[src/rtl/perceptron_bp_pkg.sv]
// Shared constants, state encoding and saturating arithmetic for the perceptron
// backpropagation unit.
package perceptron_bp_pkg;

  localparam int          FXP_FRAC = 24;
  localparam logic [31:0] FXP_ONE  = 32'h0100_0000;

  typedef enum logic [2:0] {
    IDLE,
    DERIV,
    DELTA,
    SCALE,
    UPD_W,
    UPD_BK,
    BIAS,
    WRITE
  } state_t;

  // Operands arrive sign-extended to 64 bits.
  // The result is clamped to the signed range of a w-bit word.
  function automatic logic signed [63:0] sat_addsub(
    input logic signed [63:0] a,
    input logic signed [63:0] b,
    input logic               sub,
    input int                 w
  );
    logic signed [63:0] s;
    logic signed [63:0] maxv;
    logic signed [63:0] minv;
    s    = sub ? (a - b) : (a + b);
    maxv = (64'sd1 <<< (w - 1)) - 64'sd1;
    minv = -(64'sd1 <<< (w - 1));
    if (s > maxv) return maxv;
    if (s < minv) return minv;
    return s;
  endfunction

endpackage

[src/rtl/perceptron_bp_fxp_mul.sv]
// Signed fixed-point multiply: full product, drop FRAC fraction bits (floor),
// saturate to the WIDTH-bit signed range.
module fxp_mul #(
  parameter int WIDTH = 32,
  parameter int FRAC  = 24
) (
  input  logic signed [WIDTH-1:0] a,
  input  logic signed [WIDTH-1:0] b,
  output logic signed [WIDTH-1:0] p
);

  logic signed [2*WIDTH-1:0] prod;
  logic signed [2*WIDTH-1:0] shifted;
  logic [WIDTH:0]            hi;
  logic                      ovf;

  always_comb begin
    prod    = (2*WIDTH)'(a) * (2*WIDTH)'(b);
    shifted = prod >>> FRAC;
    hi      = shifted[2*WIDTH-1:WIDTH-1];
    // Result fits only if every bit above the sign is a copy of it.
    ovf     = !((&hi) || (~|hi));
    if (ovf) begin
      p = prod[2*WIDTH-1] ? {1'b1, {(WIDTH-1){1'b0}}} : {1'b0, {(WIDTH-1){1'b1}}};
    end else begin
      p = shifted[WIDTH-1:0];
    end
  end

endmodule

[src/rtl/perceptron_bp.sv]
// Backward pass for one perceptron: delta, weight/bias update and back-propagated
// error, all sequenced through a single shared fixed-point multiplier.
//
//   state  | meaning
//   IDLE   | waiting for i_start; latches inputs and error term
//   DERIV  | d = a * (1 - a)
//   DELTA  | delta = err * d
//   SCALE  | lrd = LR * delta, index cleared
//   UPD_W  | w_new[i] = w[i] - lrd * k[i]
//   UPD_BK | back[i] = delta * w_old[i], advance index or finish
//   BIAS   | b_new = b - lrd, results moved to output registers
//   WRITE  | one-cycle write strobe / done pulse
module perceptron_bp
  import perceptron_bp_pkg::*;
#(
  parameter int               NUM       = 2,
  parameter int               WIDTH     = 32,
  parameter int               FRAC      = FXP_FRAC,
  parameter logic [WIDTH-1:0] LR        = WIDTH'(FXP_ONE >> 1),
  parameter int               OUT_LAYER = 1
) (
  input  logic                 clk,
  input  logic                 rst,
  input  logic                 i_start,
  input  logic [NUM*WIDTH-1:0] i_k,
  input  logic [NUM*WIDTH-1:0] i_w,
  input  logic [WIDTH-1:0]     i_b,
  input  logic [WIDTH-1:0]     i_a,
  input  logic [WIDTH-1:0]     i_t,
  input  logic [WIDTH-1:0]     i_e,
  output logic [NUM*WIDTH-1:0] o_w,
  output logic [WIDTH-1:0]     o_b,
  output logic                 o_wr,
  output logic [WIDTH-1:0]     o_delta,
  output logic [NUM*WIDTH-1:0] o_back,
  output logic                 o_busy,
  output logic                 o_done
);

  localparam int               IW   = $clog2(NUM) + 1;
  localparam logic [IW-1:0]    LAST = IW'(NUM - 1);
  localparam logic [WIDTH-1:0] ONE  = WIDTH'(64'd1 << FRAC);

  function automatic logic [WIDTH-1:0] sat_sub(input logic [WIDTH-1:0] x,
                                               input logic [WIDTH-1:0] y);
    return WIDTH'(sat_addsub(64'(signed'(x)), 64'(signed'(y)), 1'b1, WIDTH));
  endfunction

  state_t state, state_n;

  logic [IW-1:0]        idx;
  logic [NUM*WIDTH-1:0] k_r, w_r, wn_r, bk_r, ow_r, oback_r;
  logic [WIDTH-1:0]     b_r, a_r, err_r, d_r, delta_r, lrd_r, ob_r;
  logic [WIDTH-1:0]     k_sel, w_sel;
  logic signed [WIDTH-1:0] mul_a, mul_b, mul_p;

  fxp_mul #(
    .WIDTH(WIDTH),
    .FRAC (FRAC)
  ) u_mul (
    .a(mul_a),
    .b(mul_b),
    .p(mul_p)
  );

  always_ff @(posedge clk) begin
    if (!rst) state <= IDLE;
    else      state <= state_n;
  end

  always_comb begin
    state_n = state;
    case (state)
      IDLE:    if (i_start) state_n = DERIV;
      DERIV:   state_n = DELTA;
      DELTA:   state_n = SCALE;
      SCALE:   state_n = UPD_W;
      UPD_W:   state_n = UPD_BK;
      UPD_BK:  state_n = (idx == LAST) ? BIAS : UPD_W;
      BIAS:    state_n = WRITE;
      WRITE:   state_n = IDLE;
      default: state_n = IDLE;
    endcase
  end

  always_comb begin
    k_sel = '0;
    w_sel = '0;
    for (int j = 0; j < NUM; j++) begin
      if (idx == IW'(j)) begin
        k_sel = k_r[j*WIDTH +: WIDTH];
        w_sel = w_r[j*WIDTH +: WIDTH];
      end
    end
  end

  always_comb begin
    mul_a = '0;
    mul_b = '0;
    case (state)
      DERIV:  begin mul_a = a_r;     mul_b = sat_sub(ONE, a_r); end
      DELTA:  begin mul_a = err_r;   mul_b = d_r;               end
      SCALE:  begin mul_a = LR;      mul_b = delta_r;           end
      UPD_W:  begin mul_a = lrd_r;   mul_b = k_sel;             end
      UPD_BK: begin mul_a = delta_r; mul_b = w_sel;             end
      default: ;
    endcase
  end

  always_ff @(posedge clk) begin
    if (!rst) begin
      idx     <= '0;
      k_r     <= '0;
      w_r     <= '0;
      wn_r    <= '0;
      bk_r    <= '0;
      ow_r    <= '0;
      oback_r <= '0;
      b_r     <= '0;
      a_r     <= '0;
      err_r   <= '0;
      d_r     <= '0;
      delta_r <= '0;
      lrd_r   <= '0;
      ob_r    <= '0;
    end else begin
      case (state)
        IDLE: begin
          if (i_start) begin
            k_r   <= i_k;
            w_r   <= i_w;
            b_r   <= i_b;
            a_r   <= i_a;
            err_r <= (OUT_LAYER != 0) ? sat_sub(i_a, i_t) : i_e;
          end
        end
        DERIV: d_r <= mul_p;
        DELTA: delta_r <= mul_p;
        SCALE: begin
          lrd_r <= mul_p;
          idx   <= '0;
        end
        UPD_W: begin
          for (int j = 0; j < NUM; j++) begin
            if (idx == IW'(j)) wn_r[j*WIDTH +: WIDTH] <= sat_sub(w_sel, mul_p);
          end
        end
        UPD_BK: begin
          for (int j = 0; j < NUM; j++) begin
            if (idx == IW'(j)) bk_r[j*WIDTH +: WIDTH] <= mul_p;
          end
          if (idx != LAST) idx <= idx + IW'(1);
        end
        BIAS: begin
          // Outputs change only here so they hold steady between writes.
          ob_r    <= sat_sub(b_r, lrd_r);
          ow_r    <= wn_r;
          oback_r <= bk_r;
        end
        default: ;
      endcase
    end
  end

  assign o_w     = ow_r;
  assign o_b     = ob_r;
  assign o_back  = oback_r;
  assign o_delta = delta_r;
  assign o_busy  = (state != IDLE);
  assign o_wr    = (state == WRITE);
  assign o_done  = (state == WRITE);

endmodule

[config.mk]
export PLATFORM = sky130hd
export DESIGN_NAME = perceptron_bp
export DESIGN_NICKNAME = d
export VERILOG_FILES = /design/src/rtl/perceptron_bp_pkg.sv /design/src/rtl/perceptron_bp_fxp_mul.sv /design/src/rtl/perceptron_bp.sv
export SDC_FILE = /design/constraint.sdc
export NUM_CORES = 2
export LEC_CHECK = 0
export BUFFER_PORTS_ARGS = -buffer_cell sky130_fd_sc_hd__buf_4
export CAP_MARGIN = 0
export CORE_MARGIN = 2
export CORE_UTILIZATION = 35
export DETAILED_ROUTE_END_ITERATION = 10
export GPL_ROUTABILITY_DRIVEN = 0
export SYNTH_ARGS = -nofsm -noshare
export SYNTH_HDL_FRONTEND = slang
export SYNTH_SLANG_ARGS = --single-unit
[constraint.sdc]
create_clock -name clk -period 23.4 [get_ports clk]
set_clock_uncertainty 0.05 [all_clocks]
set_input_delay 2.34 -clock clk [delete_from_list [all_inputs] [get_ports clk]]
set_output_delay 2.34 -clock clk [all_outputs]
set_load 0.02 [all_outputs]
== Yosys cells after proc, flatten, opt, wreduce, memory -nomap -nowiden ==
Index checks and enable logic that the tools add are counted.

* Word-level logic and storage cells: 124
* Input port bits: 259
* Output and inout bits: 195
* Register bits after elaboration: 613

* Multiplexer cells: 68
* Reduce and logical (&&, ||, !) cells: 14
* Add/sub/neg operators: 5
* Multiply operators: 1
* Magnitude comparators: 8
* Eq/ne operators: 11

{| class="wikitable"
|+ Operators by type and width
! kind !! count
|-
| $mux W32 || 24
|-
| $pmux W32 S5 || 2
|-
| $gt A33 B32 Y1 const B || 4
|-
| $lt A33 B32 Y1 const B || 4
|-
| $sub A32 B32 Y33 || 3
|-
| $mul A32 B32 Y64 || 1
|-
| $mux W1 || 37
|-
| $sub A26 B32 Y33 const A || 1
|-
| $pmux W3 S8 || 1
|-
| $eq A3 B3 Y1 const B || 4
|-
| $reduce_and A2 Y1 || 6
|-
| $reduce_and A9 Y1 || 1
|-
| $reduce_or A9 Y1 || 1
|-
| $eq A3 B2 Y1 const B || 2
|-
| $mux W2 || 2
|-
| $ne A2 B2 Y1 const B || 2
|-
| $pmux W2 S2 || 1
|-
| $eq A3 B1 Y1 const B || 1
|-
| $logic_not A3 Y1 || 1
|-
| $mux W3 || 1
|-
| $reduce_bool A3 Y1 || 1
|-
| $add A2 B1 Y2 const B || 1
|-
| $eq A2 B1 Y1 const B || 1
|-
| $logic_not A2 Y1 || 1
|-
| 4 further kinds || 4
|}

== Longest topological paths before layout ==
* Word-level depth: 26
* Gate-level depth with buffers: 63

== Modules after synthesis ==
From an unflattened synthesis, not the netlist that was laid out.

* Cell total of the unflattened synthesis: 8071
* Area total of the unflattened synthesis: 68105.3 um2

{| class="wikitable"
|+ Modules (own cells, without submodules)
! module !! seq. area each (um2) !! times used !! area an instance (um2) !! cells each
|-
| fxp_mul || 0.0 || 1 || 36491.2 || 3960
|-
| perceptron_bp || 12271.8 || 1 || 31614.1 || 4111
|}

== Worst setup path after synthesis ==
OpenSTA, ideal clock, no wires.

* Kind: reg2reg
* Start: reg a_r[2]
* End: reg wn_r[2]
* Buffers on the path: 6
* Setup time: 0.075 ns
* Stages on the path, launching flop included: 57
* Period minus slack after synthesis: 15.778 ns
* Required time: 23.275 ns
* Setup slack: 7.622 ns
* Arrival: 15.653 ns
* Cells stage by stage: dfxtp_1 buf_2 or4_4 or4_4 nor4_4 nand3_1 nor3_2 xnor2_1 and4b_1 nand4_1 o21ai_0 a22o_1 nand2_1 buf_2 o211ai_1 and2_1 fa_1 fa_1 [21 not listed] a41oi_2 buf_2 a21oi_1 ha_1 a21o_1 a2111o_1 a221o_1 and2_1 a211o_1 o211ai_1 o21ai_1 a211o_1 a311oi_1 xnor2_1 and2_1 clkbuf_1 nor2_1 o21ai_0

* Longest elaborated chain between the ends: 22
* Elaborated cells on any way between the ends: 35

{| class="wikitable"
|+ Ends and longest elaborated chain
! what !! RTL line !! source
|-
| start: declaration || perceptron_bp.sv:53 || <nowiki>logic [WIDTH-1:0] b_r, a_r, err_r, d_r, delta_r, lrd_r, ob_r;</nowiki>
|-
| start signal: assignment || perceptron_bp.sv:133 || <nowiki>a_r <= i_a;</nowiki>
|-
| $sub A26 B32 Y33 || perceptron_bp_pkg.sv:30 || <nowiki>s = sub ? (a - b) : (a + b);</nowiki>
|-
| $lt A33 B32 Y1 || perceptron_bp_pkg.sv:34 || <nowiki>if (s < minv) return minv;</nowiki>
|-
| $mux W1 (2 in a row) || perceptron_bp_pkg.sv:34 ||
|-
| $mux W1 || perceptron_bp.sv:100 || <nowiki>case (state)</nowiki>
|-
| $mux W32 || perceptron_bp_pkg.sv:35 || <nowiki>return s;</nowiki>
|-
| $mux W32 || perceptron_bp_pkg.sv:34 ||
|-
| $pmux W32 S5 || perceptron_bp.sv:100 ||
|-
| $mul A32 B32 Y64 (*) || perceptron_bp_fxp_mul.sv:18 || <nowiki>prod = (2*WIDTH)'(a) * (2*WIDTH)'(b);</nowiki>
|-
| [4 not listed] || n/a ||
|-
| $sub A32 B32 Y33 (*) || perceptron_bp_pkg.sv:30 ||
|-
| $lt A33 B32 Y1 || perceptron_bp_pkg.sv:34 ||
|-
| $mux W1 (2 in a row) || perceptron_bp_pkg.sv:34 ||
|-
| $mux W1 || perceptron_bp.sv:145 || <nowiki>if (idx == IW'(j)) wn_r[j*WIDTH +: WIDTH] <= sat_sub(w_sel, mul_p);</nowiki>
|-
| $mux W1 || perceptron_bp.sv:127 || <nowiki>case (state)</nowiki>
|-
| $mux W1 || perceptron_bp.sv:111 || <nowiki>if (!rst) begin</nowiki>
|-
| $mux W32 || perceptron_bp_pkg.sv:35 ||
|-
| $mux W32 (*) || perceptron_bp_pkg.sv:34 ||
|-
| end signal: indexed assignment || perceptron_bp.sv:145 ||
|-
| end: declaration || perceptron_bp.sv:52 || <nowiki>logic [NUM*WIDTH-1:0] k_r, w_r, wn_r, bk_r, ow_r, oback_r;</nowiki>
|}

Mark *: on every way between the ends. The rest lies on a longest branch, timed or not. The select of a mux whose other input is x is not followed.
A chain may end at the register's enable or synchronous reset.

== Final worst setup path ==
* Start: reg a_r[0]
* End: reg wn_r[26]

* Longest elaborated chain between the ends: 22
* Elaborated cells on any way between the ends: 35

{| class="wikitable"
|+ Ends and longest elaborated chain
! what !! RTL line !! source
|-
| $sub A26 B32 Y33 || perceptron_bp_pkg.sv:30 ||
|-
| $lt A33 B32 Y1 || perceptron_bp_pkg.sv:34 ||
|-
| $mux W1 (2 in a row) || perceptron_bp_pkg.sv:34 ||
|-
| $mux W1 || perceptron_bp.sv:100 ||
|-
| $mux W32 || perceptron_bp_pkg.sv:35 ||
|-
| $mux W32 || perceptron_bp_pkg.sv:34 ||
|-
| $pmux W32 S5 || perceptron_bp.sv:100 ||
|-
| $mul A32 B32 Y64 (*) || perceptron_bp_fxp_mul.sv:18 ||
|-
| [4 not listed] || n/a ||
|-
| net mul_p[0] || perceptron_bp.sv:55 || <nowiki>logic signed [WIDTH-1:0] mul_a, mul_b, mul_p;</nowiki>
|-
| $sub A32 B32 Y33 (*) || perceptron_bp_pkg.sv:30 ||
|-
| $lt A33 B32 Y1 || perceptron_bp_pkg.sv:34 ||
|-
| $mux W1 (2 in a row) || perceptron_bp_pkg.sv:34 ||
|-
| $mux W1 || perceptron_bp.sv:145 ||
|-
| $mux W1 || perceptron_bp.sv:127 ||
|-
| $mux W1 || perceptron_bp.sv:111 ||
|-
| $mux W32 || perceptron_bp_pkg.sv:35 ||
|-
| $mux W32 (*) || perceptron_bp_pkg.sv:34 ||
|}

The timed path passes the listed nets; every way through them passes the cells marked *. The select of a mux whose other input is x is not followed.

==> metrics <==
max-slew violations=4; Flop pwr share=between 10% and 20%; setup TNS=0 ns; hold crit path type=reg2reg; Critical Path Max Stage Delay=about 0.9 ns; failing checks=design-rule violations, max-capacitance violations, max-slew violations; Tightest Pin Transition=around 1.6 ns; Worst path most repeated cell=fa_1; Area Growth Syn to Fin=12.5%; final setup vio count=0; placement row count=~160; net switching power=between 3 and 4 mW; Iteration-0 DRC Markers=approximately 5600; kind of critical path=reg2reg; share of the synthesized area in the top cell type=33.4%; Max rail drop VDD=about 0.14 mV; Detailed Route WL=244 mm; Die Area=189000 µm²; Die H=between 400 and 500 µm; Syn Std Cell Area=about 65000 µm²; Tcrit/Tclk final=89.0%; max_cap viols=2; hpwl dp=193 mm; Max Buffers Root-to-Sink=3; Critical Path Sink Type=flop; worst reg-to-reg setup slack=around 2.6 ns; total gr overflow=0; data required time of the worst path=around 24 ns; P_leak=between 30 and 40 nW; H-tree depth=2; Synth Instances=7858; port bufs=421; most numerous cell in the Yosys netlist=nand2_1; die width=between 400 and 500 µm; critical path's top delay family=simple AND/OR/NAND/NOR gates; critical path depth=54; top cells by count, synth=nand2_1, inv_1, fa_1; fmax=roughly 48 MHz; setup ws final=between 2 and 3 ns; initial antenna violation count=18; Net Sw Frac=53.9%; # DRC=2; Synth Area in Adders=39.0%; GRT Overall Usage=between 20 and 30%; Power Density=~86 nW/µm²; CTS tree=yes; vias in the first global route=57087; clock share of power=between 10% and 20%; hold_buf cts=0; fin util=39.5%; cell taking the most area after synthesis=fa_1; Setup WS pre-CTS=roughly 3.1 ns; Root Driver=clkbuf_16; CTS sink cnt=roughly 610; Syn Nets=9481; Buf/Inv on CP=6; largest family of logic cells by synthesized area=adder cells; R2R cell count=54; Critical-path top delay cell=fa_1; Simple-Gate Fraction of Synth Area=between 15 and 20%; DRT Pass-1 Iters=11; mux cell area share after synthesis=less than 1%; crit start category=flop; DR vias=57409; ys async rst share=0%; Most used DFF post-synth=dfxtp_1; synth warn=0; initial core utilization=35.1%; Area contributors post-synth=fa_1, dfxtp_1, nand2_1; Worst Setup EP=wn_r[26]; status=finished with violations; EDFF count, synth=0; cts bufs inserted=just under 60; Worst-Skew Late Latency=0.70 ns; IO Pins=approximately 450; crit path time final=20.82 ns; reg2reg start=a_r[0]; largest net degree at the start of global routing=approximately 150; Internal=2.92 mW; Post-CTS Setup Inserts=0; final hold violation count=0; core area=between 150000 and 200000 µm²; worst-path fanout max=33; sequential share of the synthesized area=a little under a fifth; synthesized area per cell=roughly 8.3 µm²; vias per cell=5.43; antenna-violating nets left=0; WP data arrival=approximately 21 ns; first-pass GRT wire length=362 mm; Compound-Gate Fraction of Synth Area=between 10 and 15%; Unique masters post-synth=between 90 and 100; xor/xnor share of the synthesized area=under 10%; #FFs+latches synth=613; RSZ-0062 raised after global routing=false; combinational power share=64.7%; clock-pin slew on the worst setup and hold paths=approximately 0.07 ns; crit path from=a_r[0]; Wirelength per Cell=approximately 23 µm; relative slew slack=-7.68%; r2r endpoint=wn_r[26]; post_cts resized=0; fraction of layout cells with a size suffix above 1=around a tenth; Final #Nets=9661
worst min path at each step:
stage / cells after the start / endpoint / slack [ns] / from
global placement: 2 / d_r[9] / 0.39 / d_r[9]
finish: 2 / o_w[40] / 0.40 / wn_r[40]
floorplan: 2 / d_r[10] / 0.37 / d_r[10]
detailed placement: 2 / bk_r[44] / 0.39 / bk_r[44]
global route: 2 / o_w[7] / 0.42 / wn_r[7]
CTS: 2 / o_back[31] / 0.39 / bk_r[31]
worst reg2reg max path: cells and delay by family, from the launching register on:
family | cells | cell delay (ns)
xor gates and xnor gates | 1 | 0.22
AOI/OAI and AO/OA | 14 | 3.92
buffers and inverters | 6 | 1.66
adders and majority gates | 11 | 5.94
and+or+nand+nor | 20 | 7.70
DFF | 1 | 0.50
muxes | 2 | 0.66
through the flow:
stage	instances	total power, mW	hold slack [ns]	cell area (µm²)
4_1_cts	10562	6.18	0.389	73100
3_3_place_gp	10458	5.08	0.385	71000
6_report	10570	6.32	0.400	73100
5_1_grt	10564	6.60	0.418	73100
2_1_floorplan	7858	3.55	0.374	65000
3_5_place_dp	10458	5.13	0.392	71000
kinds of logic after synthesis:
| logic type | Yosys count |
|---|---|
| XOR/XNOR | 154 |
| AO/OA/AOI/OAI | 1528 |
| flip-flops | 613 |
| adder cells (fa/ha/maj) | 1379 |
| AND/OR/NAND/NOR | 2556 |
| buffers and inverters | 1599 |
| multiplexers | 29 |
placed cells by master, fill, tap and decap left out, types with 21 or more instances in the layout:
cell type,Yosys,layout
a211oi_1,21,21
a21o_1,65,65
a21oi_1,651,644
a221oi_1,36,24
a22o_1,48,48
a22oi_1,29,29
a31oi_1,29,27
and2_1,29,28
buf_4,3,586
clkbuf_16,0,59
dfxtp_1,613,611
fa_1,1084,1084
ha_1,280,278
inv_1,1132,1131
mux2i_1,28,28
nand2_1,1524,1521
nand2b_1,62,61
nand3_1,46,46
nand4_1,29,29
nor2_1,685,676
nor2b_1,24,23
nor3_1,35,34
o211ai_1,24,24
o21a_1,29,29
o21ai_0,329,326
o21ai_1,54,56
o21bai_1,23,23
o22ai_1,52,45
xnor2_1,106,106
xor2_1,48,48
metal layers:
layer	wire, µm	global-route usage [%]	part of all wire, %	vias to the layer above
li1	-	-	-	25163
met5	106	0	0.043	-
met3	23200	5.61	9.5	563
met1	98100	33.2	40	28900
met4	14800	12.6	6.1	16
met2	108000	39.3	44	2767
power by group through the flow:
stage,combinational [mW],clock (mW),sequential [mW]
after floorplan,2.36,0,1.19
after global placement,3.88,0,1.21
after detailed placement,3.93,0,1.21
after CTS,3.94,1.05,1.19
after global routing,4.31,1.09,1.19
final,4.09,1.04,1.19
area by class of cell:
type                            instances  area (µm²)
Multi-Input combinational cell       5646       47000
Inverter                             1133        4260
Fill cell                           18673      112000
Sequential cell                       613       12300
Antenna cell                            8        20.0
Timing Repair Buffer                  586        4400
Clock buffer                           78        1680
Clock inverter                         26         385
Tap cell                             2480        3100
flip-flops by register name, summed over array words and instances (netlist names), 64 cells and up:
register / flops
bk_r: 64
o_w: 64
w_r: 64
wn_r: 64
o_back: 64
k_r: 64
No activity file was read; power rests on OpenSTA's default activity.
